`config.mk`:
```
export PLATFORM = sky130hd
export DESIGN_NAME = sockit_spi_slv
export DESIGN_NICKNAME = d
export VERILOG_FILES = /design/src/rtl/sockit_spi_slv.sv
export SDC_FILE = /design/constraint.sdc
export NUM_CORES = 1
export LEC_CHECK = 0
export CORE_MARGIN = 4
export CORE_UTILIZATION = 58
export CTS_CLUSTER_SIZE = 28
export DETAILED_ROUTE_END_ITERATION = 10
export DONT_BUFFER_PORTS = 1
export MAX_ROUTING_LAYER = met4
export PLACE_DENSITY_LB_ADDON = 0.1
export SYNTH_ARGS = -nofsm -noshare
export SYNTH_HDL_FRONTEND = slang
export SYNTH_SLANG_ARGS = --single-unit
```
`constraint.sdc`:
```
create_clock -name clk -period 1.9 [get_ports clk]
set_input_delay 0.38 -clock clk [delete_from_list [all_inputs] [get_ports clk]]
set_output_delay 0.38 -clock clk [all_outputs]
set_load 0.03 [all_outputs]
```
`src/rtl/sockit_spi_slv.sv`:
```
// SPI responder serializer/deserializer running in the system clock domain.
// Pins are oversampled; rx words go out on sdr, tx words come from sdw via a one-entry buffer.
module sockit_spi_slv #(
  parameter int unsigned SDW = 8
) (
  input  logic           clk,
  input  logic           rst,
  input  logic           cfg_pol,
  input  logic           cfg_pha,
  input  logic           cfg_lsb,
  input  logic           sta_clr,
  input  logic           sdw_vld,
  input  logic [SDW-1:0] sdw_dat,
  output logic           sdw_rdy,
  output logic           sdr_vld,
  output logic [SDW-1:0] sdr_dat,
  input  logic           sdr_rdy,
  input  logic           spi_sclk_i,
  input  logic           spi_ssn_i,
  input  logic           spi_mosi_i,
  output logic           spi_miso_o,
  output logic           spi_miso_e,
  output logic           bsy,
  output logic           ovf,
  output logic           udf
);

  localparam int unsigned CW = $clog2(SDW);

  // ST_WAIT: after reset, hold off until SS_N has been seen high through the synchronizer
  typedef enum logic [1:0] {ST_WAIT, ST_IDLE, ST_SEL} state_t;

  state_t         state_q, state_d;
  logic [2:0]     sclk_q, ssn_q;
  logic [1:0]     mosi_q, fill_q;
  logic           pol_q, pol_d, pha_q, pha_d, lsb_q, lsb_d;
  logic [CW-1:0]  cnt_q, cnt_d;
  logic [SDW-1:0] rx_q, rx_d, tx_q, tx_d, buf_q, buf_d, sdr_dat_q, sdr_dat_d;
  logic           buf_emp_q, buf_emp_d, sdr_vld_q, sdr_vld_d;
  logic           miso_q, miso_d, sel_q, sel_d, ovf_q, ovf_d, udf_q, udf_d;

  logic act_c, sel_fall_c, sclk_tgl_c, lead_c, trail_c, smp_c, shf_c;
  logic word_done_c, load_c, hs_c, ovf_set_c, udf_set_c;

  assign act_c       = (state_q == ST_SEL) & ~ssn_q[1];
  assign sel_fall_c  = (state_q == ST_IDLE) & ssn_q[2] & ~ssn_q[1];
  assign sclk_tgl_c  = act_c & (sclk_q[1] ^ sclk_q[2]);
  assign lead_c      = sclk_tgl_c & (sclk_q[1] != pol_q);
  assign trail_c     = sclk_tgl_c & (sclk_q[1] == pol_q);
  assign smp_c       = pha_q ? trail_c : lead_c;
  assign shf_c       = pha_q ? lead_c : trail_c;
  assign word_done_c = smp_c & (cnt_q == CW'(SDW - 1));
  // A shift edge with the counter at zero is the start of a word in both phases
  assign load_c      = (sel_fall_c & ~cfg_pha) | (shf_c & (cnt_q == '0));
  assign hs_c        = sdw_vld & buf_emp_q;

  always_comb begin
    state_d     = state_q;
    pol_d       = pol_q;
    pha_d       = pha_q;
    lsb_d       = lsb_q;
    cnt_d       = cnt_q;
    rx_d        = rx_q;
    tx_d        = tx_q;
    buf_d       = buf_q;
    buf_emp_d   = buf_emp_q;
    sdr_dat_d   = sdr_dat_q;
    sdr_vld_d   = sdr_vld_q;
    ovf_set_c   = 1'b0;
    udf_set_c   = 1'b0;

    case (state_q)
      ST_WAIT: if (fill_q[1] & ssn_q[1]) state_d = ST_IDLE;
      ST_IDLE: if (sel_fall_c) begin
        state_d = ST_SEL;
        pol_d   = cfg_pol;
        pha_d   = cfg_pha;
        lsb_d   = cfg_lsb;
      end
      ST_SEL:  if (ssn_q[1]) state_d = ST_IDLE;
      default: state_d = ST_WAIT;
    endcase

    // Receive shift and bit count; a deselect discards the partial word
    if (!act_c) begin
      cnt_d = '0;
      rx_d  = '0;
    end else if (smp_c) begin
      rx_d  = lsb_q ? {mosi_q[1], rx_q[SDW-1:1]} : {rx_q[SDW-2:0], mosi_q[1]};
      cnt_d = word_done_c ? '0 : cnt_q + CW'(1);
    end

    if (sdr_vld_q & sdr_rdy) sdr_vld_d = 1'b0;
    if (word_done_c) begin
      if (!sdr_vld_q || sdr_rdy) begin
        sdr_dat_d = rx_d;
        sdr_vld_d = 1'b1;
      end else begin
        ovf_set_c = 1'b1;
      end
    end

    if (!act_c) tx_d = '0;
    if (load_c) begin
      if (!buf_emp_q) begin
        tx_d      = buf_q;
        buf_emp_d = 1'b1;
      end else begin
        tx_d      = '1;
        udf_set_c = 1'b1;
      end
    end else if (shf_c) begin
      tx_d = lsb_q ? {1'b1, tx_q[SDW-1:1]} : {tx_q[SDW-2:0], 1'b1};
    end

    if (hs_c) begin
      buf_d     = sdw_dat;
      buf_emp_d = 1'b0;
    end

    miso_d = lsb_q ? tx_q[0] : tx_q[SDW-1];
    sel_d  = (state_d == ST_SEL);
    ovf_d  = (ovf_q & ~sta_clr) | ovf_set_c;
    udf_d  = (udf_q & ~sta_clr) | udf_set_c;
  end

  always_ff @(posedge clk) begin
    if (!rst) begin
      sclk_q    <= '0;
      ssn_q     <= '1;
      mosi_q    <= '0;
      fill_q    <= '0;
      state_q   <= ST_WAIT;
      pol_q     <= 1'b0;
      pha_q     <= 1'b0;
      lsb_q     <= 1'b0;
      cnt_q     <= '0;
      rx_q      <= '0;
      tx_q      <= '0;
      buf_q     <= '0;
      buf_emp_q <= 1'b1;
      sdr_dat_q <= '0;
      sdr_vld_q <= 1'b0;
      miso_q    <= 1'b0;
      sel_q     <= 1'b0;
      ovf_q     <= 1'b0;
      udf_q     <= 1'b0;
    end else begin
      sclk_q    <= {sclk_q[1:0], spi_sclk_i};
      ssn_q     <= {ssn_q[1:0], spi_ssn_i};
      mosi_q    <= {mosi_q[0], spi_mosi_i};
      fill_q    <= {fill_q[0], 1'b1};
      state_q   <= state_d;
      pol_q     <= pol_d;
      pha_q     <= pha_d;
      lsb_q     <= lsb_d;
      cnt_q     <= cnt_d;
      rx_q      <= rx_d;
      tx_q      <= tx_d;
      buf_q     <= buf_d;
      buf_emp_q <= buf_emp_d;
      sdr_dat_q <= sdr_dat_d;
      sdr_vld_q <= sdr_vld_d;
      miso_q    <= miso_d;
      sel_q     <= sel_d;
      ovf_q     <= ovf_d;
      udf_q     <= udf_d;
    end
  end

  assign sdw_rdy    = buf_emp_q;
  assign sdr_vld    = sdr_vld_q;
  assign sdr_dat    = sdr_dat_q;
  assign spi_miso_o = miso_q;
  assign spi_miso_e = sel_q;
  assign bsy        = sel_q;
  assign ovf        = ovf_q;
  assign udf        = udf_q;

endmodule

```
==> results of run 1 <==
-- cell usage after synthesis, drive strengths merged --
cell type	count	share of area, %
and3b	1	0.36
buf	15	4.5
o22ai	8	2.1
mux2i	16	6.6
o211ai	1	0.31
nand2	19	2.9
nor2b	1	0.26
inv	4	0.62
o31ai	9	2.8
nand3	9	1.8
or2	2	0.51
nand2b	8	2.1
o21ai	1	0.21
and3	1	0.26
nor3	2	0.41
nor3b	1	0.51
a21oi	20	4.1
a31oi	8	2.1
mux2	6	2.8
a2111oi	1	0.36
nand3b	1	0.31
and2b	1	0.31
clkbuf	7	1.1
and4bb	1	0.51
clkinv	1	0.15
and2	8	2.1
ha	3	1.5
a221oi	1	0.62
a211oi	17	8.7
nor2	19	2.9
dfxtp	56	46
xor2	1	0.36
-- power by group --
group	switching, mW	internal (mW)
sequential	0.0197	1.20
combinational	0.0607	0.0383
clock	0.367	0.292
-- critical path, cell delays in order, from the launching register on --
cell and delay, ps:
sky130_fd_sc_hd__dfxtp_1 360, sky130_fd_sc_hd__xor2_1 280, sky130_fd_sc_hd__mux2i_2 370, sky130_fd_sc_hd__and2_1 490
sky130_fd_sc_hd__a211oi_2 150
-- cells by family after synthesis --
group,synth area share [%]
simple gates,15.2
flops,46.0
buf+inv,6.31
xor+xnor,0.359
mux,9.34
fa+ha+maj,1.54
compound gates,21.2
-- worst max path at each step --
stage	slack (ps)	end	depth (start not counted)
2_1_floorplan	380	sdr_dat[2]$_SDFFE_PN0P_	7
3_3_place_gp	230	sdr_dat[1]$_SDFFE_PN0P_	4
3_5_place_dp	110	sdr_dat[7]$_SDFFE_PN0P_	4
4_1_cts	100	sdr_dat[7]$_SDFFE_PN0P_	4
5_1_grt	20	sdr_dat[7]$_SDFFE_PN0P_	4
6_report	120	sdr_dat[7]$_SDFFE_PN0P_	4
-- routing by layer --
layer  part of all wire [%]  global-route usage, %  up-vias
li1                       -                      -      870
met1                     49                   26.8      799
met2                     44                   29.9       45
met3                    5.5                   5.51        7
met4                    1.3                   7.17        0
met5                      0                      -        -
-- layout make-up --
cell class / instances / area (um2)
Sequential cell: 56 / 1120
Multi-Input combinational cell: 166 / 1170
Clock buffer: 6 / 82.6
Clock inverter: 2 / 10.0
Fill cell: 358 / 1490
Tap cell: 50 / 62.6
Timing Repair Buffer: 11 / 82.6
Inverter: 5 / 18.8
-- per-stage QoR --
stage | hold slack, ps | util [%] | std cells | setup slack, ps | cell area, um2
final | 90.5 | 63.1 | 296 | 121 | 2540
after global routing | 73.5 | 63.1 | 296 | 17.1 | 2540
after CTS | 83.4 | 63.1 | 296 | 97.0 | 2540
after detailed placement | 410 | 60.8 | 288 | 105 | 2450
after global placement | 409 | 60.8 | 288 | 227 | 2450
after floorplan | 386 | - | 249 | 376 | 2440
-- flip-flops by register name, indices dropped and copies added (netlist names), 2 cells and up --
register  cells
state_q       2
mosi_q        2
tx_q          8
cnt_q         3
ssn_q         3
fill_q        2
rx_q          8
sclk_q        3
sdr_dat       8
buf_q         8
==> metrics.md, run 1 <==
| Metric | Value |
|---|---|
| Outcome | finished, final reports clean |
| Endpoint of the worst hold path | fill_q[0]$_DFF_P_ |
| Hold wc startpoint | rst |
| Power Density | 777 nW/um2 |
| Initial DRC count | 113 |
| Syn Area/Cell | 9.79 um2 |
| Horizontal extent of the die | 72.8 um |
| PnR Total Power | 1.98 mW |
| HPWL after detailed placement | 3630 um |
| Total number of H-tree levels | 2 |
| Proportion of synthesized chip area in sequential cells | 46.0% |
| Number of distinct library cell variants in the gate-level netlist after synthesis | 35 |
| Worst endpoint required time | 2080 ps |
| Number of clock sinks | 56 |
| Top library cells by usage in the layout, fill and taps aside | 56 x sky130_fd_sc_hd__dfxtp_1, 20 x sky130_fd_sc_hd__a21oi_1, 19 x sky130_fd_sc_hd__nor2_1, 19 x sky130_fd_sc_hd__nand2_1, 17 x sky130_fd_sc_hd__a211oi_2 |
| Number of warnings reported in the yosys synthesis log | 0 |
| Clock skew after layout | 6.21 ps |
| Longest Clk Path Bufs | 2 |
| Tightest Hold Check Type | input pin to flop |
| Later-pin clock latency in the skew report | 310 ps |
| Total setup buffers inserted after CTS | 0 |
| Worst reg2reg path endpoint | sdr_dat[7]$_SDFFE_PN0P_ |
| WL per Instance | 16.9 um |
| Ant diodes | 0 |
| Net count of the finished layout | 267 |
| Critical path fanouts, max | 8 |
| Gr usage total | 20.3% |
| Length of the first detailed-routing pass in iterations | 4 |
| Layout cell share with drive strength beyond 1 | 18.3% |
| First element of the critical path | pha_q$_SDFFE_PN0P_ |
| Cells after synthesis | 249 |
| Data arrival time at the worst-slack endpoint | 1950 ps |
| Synthesis-stage register bit count | 56 |
| Unrepaired setup endpoints after global routing | false |
| CTS tree | done |
| Crit Path Class | flop to flop |
| Number of I/O port buffers | 0 |
| Initial Util | 60.5% |
| Top-level I/O count | 34 |
| Maximum number of pins on one net before global-route repair | 23 |
| Critical Path Source Type | flop |
| Transition at the pin with the smallest max-transition slack | 564 ps |
| Part of the cycle the worst path needs | 93.6% |
| Global-route wire length before repair | 8070 um |
| Max Transition Viols Final | 0 |
| Antenna viol nets, final | 0 |
| Beginning of the worst register-to-register path | pha_q$_SDFFE_PN0P_ |
| Final Critical Period | 1780 ps |
| Final RePlAce weighted congestion | 0.824 |
| Achievable frequency | 562 MHz |
| Endpoint class of the critical path | flop |
| Worst R2R Setup Slack | 120 ps |
| Count of unresolved DRC violations after routing | 0 |
| Number of nets produced by synthesis | 271 |
| Number of hold violations in the final report | 0 |
| R2r worst-path depth | 4 |
| Number of buffers inserted for hold repair after clock tree synthesis | 0 |
| Full die area | 5300 um2 |
| Global route overflow | 0 |
| Cell depth of the worst hold path | 0 |
| Final-layout setup total negative slack | 0 ps |
| Number of antenna violations at the first check in global routing | 0 |
| Maximum resistive drop on vdd | 0.515 mV |
| CTS root buffer | sky130_fd_sc_hd__clkbuf_8 |
| Number of setup violations in the final report | 0 |
| Most common cell after layout, fill and taps aside | sky130_fd_sc_hd__dfxtp_1 |
| Number of max-cap violations | 0 |
| Total routed wirelength | 4990 um |
| Core Region | 4030 um2 |
| Vias after detailed routing | 1,721 |
| Post-CTS Resized | 0 |
| Worst max-slew margin expressed relative to the limit | 62.3% |
| Vias in the first global route | 1,726 |
| Static Leakage | 0.864 nW |
| Netlist area before placement | 2440 um2 |
| Synthesis-to-finish area growth | 4.36% |
| CTS Buf Count | 5 |
| Vertical die dimension | 72.8 um |
| Clock-pin slew of the registers on the worst-case setup and hold paths | 90 ps |
| Site Rows | 23 |
| Mean number of vias per cell | 5.81 |
No activity file was read; power rests on OpenSTA's default activity.
==> run 2: changes to the inputs <==
--- a/config.mk
+++ b/config.mk
@@ -7,11 +7,12 @@
 export LEC_CHECK = 0
 export CORE_MARGIN = 4
 export CORE_UTILIZATION = 58
+export CTS_CLUSTER_DIAMETER = 30
 export CTS_CLUSTER_SIZE = 28
 export DETAILED_ROUTE_END_ITERATION = 10
 export DONT_BUFFER_PORTS = 1
 export MAX_ROUTING_LAYER = met4
-export PLACE_DENSITY_LB_ADDON = 0.1
+export PLACE_DENSITY = 0.78
 export SYNTH_ARGS = -nofsm -noshare
 export SYNTH_HDL_FRONTEND = slang
 export SYNTH_SLANG_ARGS = --single-unit
==> metrics.md, run 2 (same netlist as run 1, synthesis figures left out) <==
| Metric | Value |
|---|---|
| Outcome | finished, final reports clean |
| First element of the critical path | pha_q$_SDFFE_PN0P_ |
| CTS Buf Count | 5 (unchanged) |
| Total setup buffers inserted after CTS | 0 (unchanged) |
| Final-layout setup total negative slack | 0 ps (unchanged) |
| Worst setup path endpoint | sdr_dat[5]$_SDFFE_PN0P_ |
| CTS tree | done |
| PnR Total Power | 2.13 mW (+8.1%) |
| Worst Hold Margin | 92.1 ps (+1.62 ps) |
| Highest layer used for signal routing | met4 |
| HPWL after detailed placement | 3220 um (-11%) |
| Data arrival time at the worst-slack endpoint | 1910 ps (-40 ps) |
| Power Density | 827 nW/um2 (+6.4%) |
| Layout cell share with drive strength beyond 1 | 18.0% (-0.33 points) |
| Number of clock sinks | 56 (unchanged) |
| Tightest Hold Check Type | input pin to flop |
| Number of hold violations in the final report | 0 (unchanged) |
| Unrepaired setup endpoints after global routing | false |
| Critical path fanouts, max | 30 (+22) |
| Core Region | 4030 um2 (unchanged) |
| Beginning of the worst register-to-register path | pha_q$_SDFFE_PN0P_ |
| Worst endpoint required time | 2080 ps (about the same) |
| Cell depth of the worst hold path | 0 (unchanged) |
| Gr usage total | 19.4% (-0.89 points) |
| Antenna viol nets, final | 0 (unchanged) |
| Horizontal extent of the die | 72.8 um (unchanged) |
| R2r worst-path depth | 6 (+2) |
| Maximum number of pins on one net before global-route repair | 31 (+35%) |
| Final RePlAce weighted congestion | 0.797 (-3.2%) |
| Vias after detailed routing | 1,731 (+0.58%) |
| Met1 Routed Length | 2120 um (-14%) |
| Total routed wirelength | 4670 um (-6.4%) |
| Number of buffers inserted for hold repair after clock tree synthesis | 0 (unchanged) |
| Maximum resistive drop on vdd | 0.479 mV (-7.1%) |
| Clock skew after layout | 5.64 ps (-0.567 ps) |
| Top-level I/O count | 34 (unchanged) |
| CTS root buffer | sky130_fd_sc_hd__clkbuf_8 |
| Top library cells by usage in the layout, fill and taps aside | 56 x sky130_fd_sc_hd__dfxtp_1, 20 x sky130_fd_sc_hd__a21oi_1, 19 x sky130_fd_sc_hd__nor2_1, 19 x sky130_fd_sc_hd__nand2_1, 17 x sky130_fd_sc_hd__a211oi_2 |
| Max Transition Viols Final | 0 (unchanged) |
| Initial DRC count | 95 (-16%) |
| Global route overflow | 0 (unchanged) |
| Crit Path Class | flop to flop |
| Initial Util | 60.5% (unchanged) |
| Worst reg2reg path endpoint | sdr_dat[5]$_SDFFE_PN0P_ |
| Number of setup violations in the final report | 0 (unchanged) |
| Net count of the finished layout | 266 (-0.37%) |
| Global-route wire length before repair | 7790 um (-3.5%) |
| Number of max-cap violations | 0 (unchanged) |
| Number of antenna violations at the first check in global routing | 0 (unchanged) |
| Most common cell after layout, fill and taps aside | sky130_fd_sc_hd__dfxtp_1 |
| Number of I/O port buffers | 0 (unchanged) |
| Ant diodes | 0 (unchanged) |
| Vias in the first global route | 1,619 (-6.2%) |
| Static Leakage | 0.875 nW (+1.3%) |
| Transition at the pin with the smallest max-transition slack | 572 ps (+7.75 ps) |
| Total number of H-tree levels | 2 (unchanged) |
| Synthesis-to-finish area growth | 5.95% |
| Final Critical Period | 1730 ps (-49.4 ps) |
| Achievable frequency | 578 MHz (+2.9%) |
| Part of the cycle the worst path needs | 91.0% (-2.6 points) |
| Critical Path Source Type | flop |
| Length of the first detailed-routing pass in iterations | 4 (unchanged) |
| WL per Instance | 15.8 um (-6.1%) |
| Worst R2R Setup Slack | 170 ps (+50 ps) |
| Mean number of vias per cell | 5.87 (+0.92%) |
| Site Rows | 23 (unchanged) |
| Routed length on met3 | 377 um (+38%) |
| Hold wc startpoint | rst |
| Vertical die dimension | 72.8 um (unchanged) |
| Worst max-slew margin expressed relative to the limit | 61.8% (-0.52 points) |
| Longest Clk Path Bufs | 2 (unchanged) |
| End-of-flow core utilization | 64.1% (+0.96 points) |
| Count of unresolved DRC violations after routing | 0 (unchanged) |
| Full die area | 5300 um2 (unchanged) |
| Endpoint class of the critical path | flop |
| Clock-pin slew of the registers on the worst-case setup and hold paths | 90 ps (about the same) |
| Later-pin clock latency in the skew report | 300 ps (about the same) |
| Met2 wire length | 2100 um (-4.3%) |
| Post-CTS Resized | 0 (unchanged) |
-- run 2: per-layer routing --
metal | global-route usage [%] | vias up
li1 | - | 867
met1 | 26.2 | 805
met2 | 27.4 | 51
met3 | 5.92 | 8
met4 | 6.76 | 0
met5 | - | -
-- run 2: layout make-up --
type                            count  area, um2
Sequential cell                    56       1120
Tap cell                           50       62.6
Multi-Input combinational cell    166       1170
Fill cell                         340       1450
Inverter                            5       18.8
Timing Repair Buffer               10       87.6
Clock buffer                        7       96.3
Clock inverter                      1       30.0
-- run 2: metrics by stage --
| stage | setup WS, ps | std cells | instance area, um2 |
|---|---|---|---|
| final | 171 | 295 | 2580 |
| after global routing | 79.5 | 295 | 2580 |
| after CTS | 182 | 295 | 2580 |
| after detailed placement | 209 | 287 | 2460 |
| after global placement | 248 | 287 | 2460 |
| after floorplan | 376 | 249 | 2440 |
-- run 2: report_power, final --
group	leakage (nW)	switching (mW)	internal, mW
sequential	0.455	0.0146	1.20
combinational	0.356	0.0642	0.0384
clock	0.0645	0.355	0.465
-- run 2: critical path, cell delays in order, from the launching register on --
cell                       delay (ps)
sky130_fd_sc_hd__dfxtp_1          360
sky130_fd_sc_hd__xor2_1           310
sky130_fd_sc_hd__mux2i_2          310
sky130_fd_sc_hd__buf_12           220
sky130_fd_sc_hd__and2_1           140
sky130_fd_sc_hd__buf_4            180
sky130_fd_sc_hd__a211oi_2          90
-- run 2: how the worst min path moves through the flow --
| stage | slack [ps] | to |
|---|---|---|
| 2_1_floorplan | 390 | ssn_q[1]$_SDFF_PN1_ |
| 3_3_place_gp | 400 | ssn_q[1]$_SDFF_PN1_ |
| 3_5_place_dp | 410 | fill_q[0]$_DFF_P_ |
| 4_1_cts | 90 | fill_q[0]$_DFF_P_ |
| 5_1_grt | 80 | fill_q[0]$_DFF_P_ |
| 6_report | 90 | fill_q[0]$_DFF_P_ |
==> run 3: changes to the inputs <==
--- a/config.mk
+++ b/config.mk
@@ -6,13 +6,13 @@
 export NUM_CORES = 1
 export LEC_CHECK = 0
 export CORE_MARGIN = 4
-export CORE_UTILIZATION = 58
+export CORE_UTILIZATION = 60
 export CTS_CLUSTER_DIAMETER = 30
 export CTS_CLUSTER_SIZE = 28
 export DETAILED_ROUTE_END_ITERATION = 10
 export DONT_BUFFER_PORTS = 1
 export MAX_ROUTING_LAYER = met4
-export PLACE_DENSITY = 0.78
+export PLACE_DENSITY = 0.8
 export SYNTH_ARGS = -nofsm -noshare
 export SYNTH_HDL_FRONTEND = slang
 export SYNTH_SLANG_ARGS = --single-unit
==> metrics.md, run 3 (same netlist as run 1, synthesis figures left out) <==
| Metric | Value |
|---|---|
| Combinational power share | 4.8% (about the same) |
| Ant diodes | 0 (unchanged) |
| Vias in the first global route | 1,709 (+5.6%) |
| Number of buffers inserted for hold repair after clock tree synthesis | 0 (unchanged) |
| Achievable frequency | 592 MHz (+2.3%) |
| PnR Total Power | 2.07 mW (-2.9%) |
| Crit Path Class | flop to flop |
| Mean number of vias per cell | 5.81 (-1.1%) |
| CTS Buf Count | 5 (unchanged) |
| Final-layout setup total negative slack | 0 ps (unchanged) |
| Core Region | 3800 um2 (-5.7%) |
| Endpoint class of the critical path | flop |
| Synthesis-to-finish area growth | 5.39% |
| Final Critical Period | 1690 ps (-39.6 ps) |
| WL per Instance | 15.7 um (-0.97%) |
| First element of the critical path | pol_q$_SDFFE_PN0P_ |
| Worst reg2reg path endpoint | sdr_dat[6]$_SDFFE_PN0P_ |
| HPWL after detailed placement | 3290 um (+2.1%) |
| CTS root buffer | sky130_fd_sc_hd__clkbuf_8 |
| Net count of the finished layout | 267 (+0.38%) |
| Tightest Hold Check Type | input pin to flop |
| Switching Fraction | 21.4% (+1.1 points) |
| Initial Util | 64.2% (+3.7 points) |
| Clock skew after layout | 7.13 ps (+1.49 ps) |
| Critical path fanouts, max | 19 (-37%) |
| Proportion of power drawn by flip-flops and latches | 58.7% (+1.9 points) |
| Antenna viol nets, final | 0 (unchanged) |
| Clock-pin slew of the registers on the worst-case setup and hold paths | 90 ps (about the same) |
| Site Rows | 22 (-4.3%) |
| Part of the cycle the worst path needs | 88.9% (-2.1 points) |
| Vias after detailed routing | 1,707 (-1.4%) |
| Top-level I/O count | 34 (unchanged) |
| Full die area | 5150 um2 (-3.0%) |
| Static Leakage | 0.870 nW (-0.53%) |
| Most common cell after layout, fill and taps aside | sky130_fd_sc_hd__dfxtp_1 |
| Met2 demand-to-capacity share in global routing | 29.2% (+1.8 points) |
| Number of setup violations in the final report | 0 (unchanged) |
| Cell area after placement | 2460 um2 (+0.20%) |
| Length of the first detailed-routing pass in iterations | 4 (unchanged) |
| Unrepaired setup endpoints after global routing | false |
| Worst endpoint required time | 2090 ps (about the same) |
| Fillers | 293 (-14%) |
| Busiest metal layer after global routing | met2 |
| Number of hold violations in the final report | 0 (unchanged) |
| Total routed wirelength | 4610 um (-1.3%) |
| Summed area of non-filler cells in the final layout | 2570 um2 (-0.53%) |
| Beginning of the worst register-to-register path | pol_q$_SDFFE_PN0P_ |
| Number of I/O port buffers | 0 (unchanged) |
| Outcome | finished, final reports clean |
| Setup WS pre-CTS | 239 ps (+30.6 ps) |
| Final RePlAce weighted congestion | 0.836 (+4.8%) |
| Worst R2R Setup Slack | 210 ps (+40 ps) |
| Total setup buffers inserted after CTS | 0 (unchanged) |
| Global-route track usage on met1 | 27.0% (+0.79 points) |
| Worst Hold Margin | 101 ps (+9.35 ps) |
| Number of clock sinks | 56 (unchanged) |
| Gr usage total | 19.7% (+0.27 points) |
| Top library cells by usage in the layout, fill and taps aside | 56 x sky130_fd_sc_hd__dfxtp_1, 20 x sky130_fd_sc_hd__a21oi_1, 19 x sky130_fd_sc_hd__nor2_1, 19 x sky130_fd_sc_hd__nand2_1, 17 x sky130_fd_sc_hd__a211oi_2 |
| Number of max-cap violations | 0 (unchanged) |
| M3 GR Usage | 4.35% (-1.6 points) |
| Longest Clk Path Bufs | 2 (unchanged) |
| Power Density | 807 nW/um2 (-2.4%) |
| Horizontal extent of the die | 71.7 um (-1.5%) |
| Clock group share of total power | 36.5% (-1.9 points) |
| Initial DRC count | 45 (-53%) |
| Count of unresolved DRC violations after routing | 0 (unchanged) |
| Data arrival time at the worst-slack endpoint | 1870 ps (-40 ps) |
| Worst setup path endpoint | sdr_dat[6]$_SDFFE_PN0P_ |
| Global route overflow | 0 (unchanged) |
| Maximum resistive drop on vdd | 0.632 mV (+32%) |
| CTS tree | done |
| Later-pin clock latency in the skew report | 300 ps (about the same) |
| Critical Path Source Type | flop |
| Worst max-slew margin expressed relative to the limit | 62.5% (+0.67 points) |
| Global-route wire length before repair | 7980 um (+2.5%) |
| Power Internal | 1.63 mW (-4.2%) |
| Switching power total | 443 uW (+2.2%) |
| Transition at the pin with the smallest max-transition slack | 562 ps (-9.99 ps) |
| Post-CTS Resized | 0 (unchanged) |
| Maximum number of pins on one net before global-route repair | 23 (-26%) |
| Number of antenna violations at the first check in global routing | 0 (unchanged) |
| Max Transition Viols Final | 0 (unchanged) |
| R2r worst-path depth | 6 (unchanged) |
| Worst Slack Setup Final | 210 ps (+39.6 ps) |
| Total number of H-tree levels | 2 (unchanged) |
| Vertical die dimension | 71.7 um (-1.5%) |
| Layout cell share with drive strength beyond 1 | 17.9% (-0.073 points) |
==> run 3: changes by cell type in the layout (fill, tap and decap cells not counted), sizes merged <==
cell,delta
buf,+1
clkbuf,-1
clkinv,+1
==> run 3: metal layers <==
metal | part of all wire (%) | up-vias
li1 | - | 871
met4 | 0.98 | 0
met5 | 0 | -
met2 | 44 | 37
met1 | 49 | 794
met3 | 5.8 | 5
==> run 3: worst min-delay path by stage <==
stage | from | cells after the start | slack, ps | endpoint
6_report | rst | 0 | 100 | fill_q[0]$_DFF_P_
5_1_grt | rst | 0 | 80 | fill_q[0]$_DFF_P_
4_1_cts | rst | 0 | 90 | fill_q[0]$_DFF_P_
3_5_place_dp | ssn_q[0]$_SDFF_PN1_ | 1 | 400 | ssn_q[1]$_SDFF_PN1_
3_3_place_gp | ssn_q[0]$_SDFF_PN1_ | 1 | 400 | ssn_q[1]$_SDFF_PN1_
2_1_floorplan | ssn_q[0]$_SDFF_PN1_ | 1 | 390 | ssn_q[1]$_SDFF_PN1_
==> run 3: power by group through the flow <==
stage / Clock [mW] / Combinational (mW) / Sequential [mW]
after floorplan: 0 / 0.0857 / 1.24
after global placement: 0 / 0.0970 / 1.24
after detailed placement: 0 / 0.0996 / 1.24
after CTS: 0.771 / 0.100 / 1.22
after global routing: 0.825 / 0.114 / 1.22
final: 0.756 / 0.100 / 1.22
==> run 3: final cells by class <==
| cell class | count | area, um2 | share of cell area (%) |
|---|---|---|---|
| multi-input combinational | 166 | 1170 | 45.4 |
| inverter | 5 | 18.8 | 0.731 |
| timing repair buffer | 11 | 95.1 | 3.70 |
| sequential | 56 | 1120 | 43.6 |
| tap | 48 | 60.1 | 2.34 |
| clock inverter | 2 | 35.0 | 1.36 |
| clock buffer | 6 | 72.6 | 2.83 |
==> run 3: metrics by stage <==
stage / util (%) / cells
after floorplan: - / 249
after global placement: 64.8 / 286
after detailed placement: 64.8 / 286
after CTS: 67.6 / 294
after global routing: 67.6 / 294
final: 67.6 / 294
==> run 3: critical path, stage by stage (launching register included) <==
cell and delay [ps]:
sky130_fd_sc_hd__dfxtp_1 360, sky130_fd_sc_hd__xor2_1 290, sky130_fd_sc_hd__mux2i_2 340, sky130_fd_sc_hd__buf_12 190, sky130_fd_sc_hd__and2_1 130, sky130_fd_sc_hd__buf_4 180, sky130_fd_sc_hd__a211oi_2 80
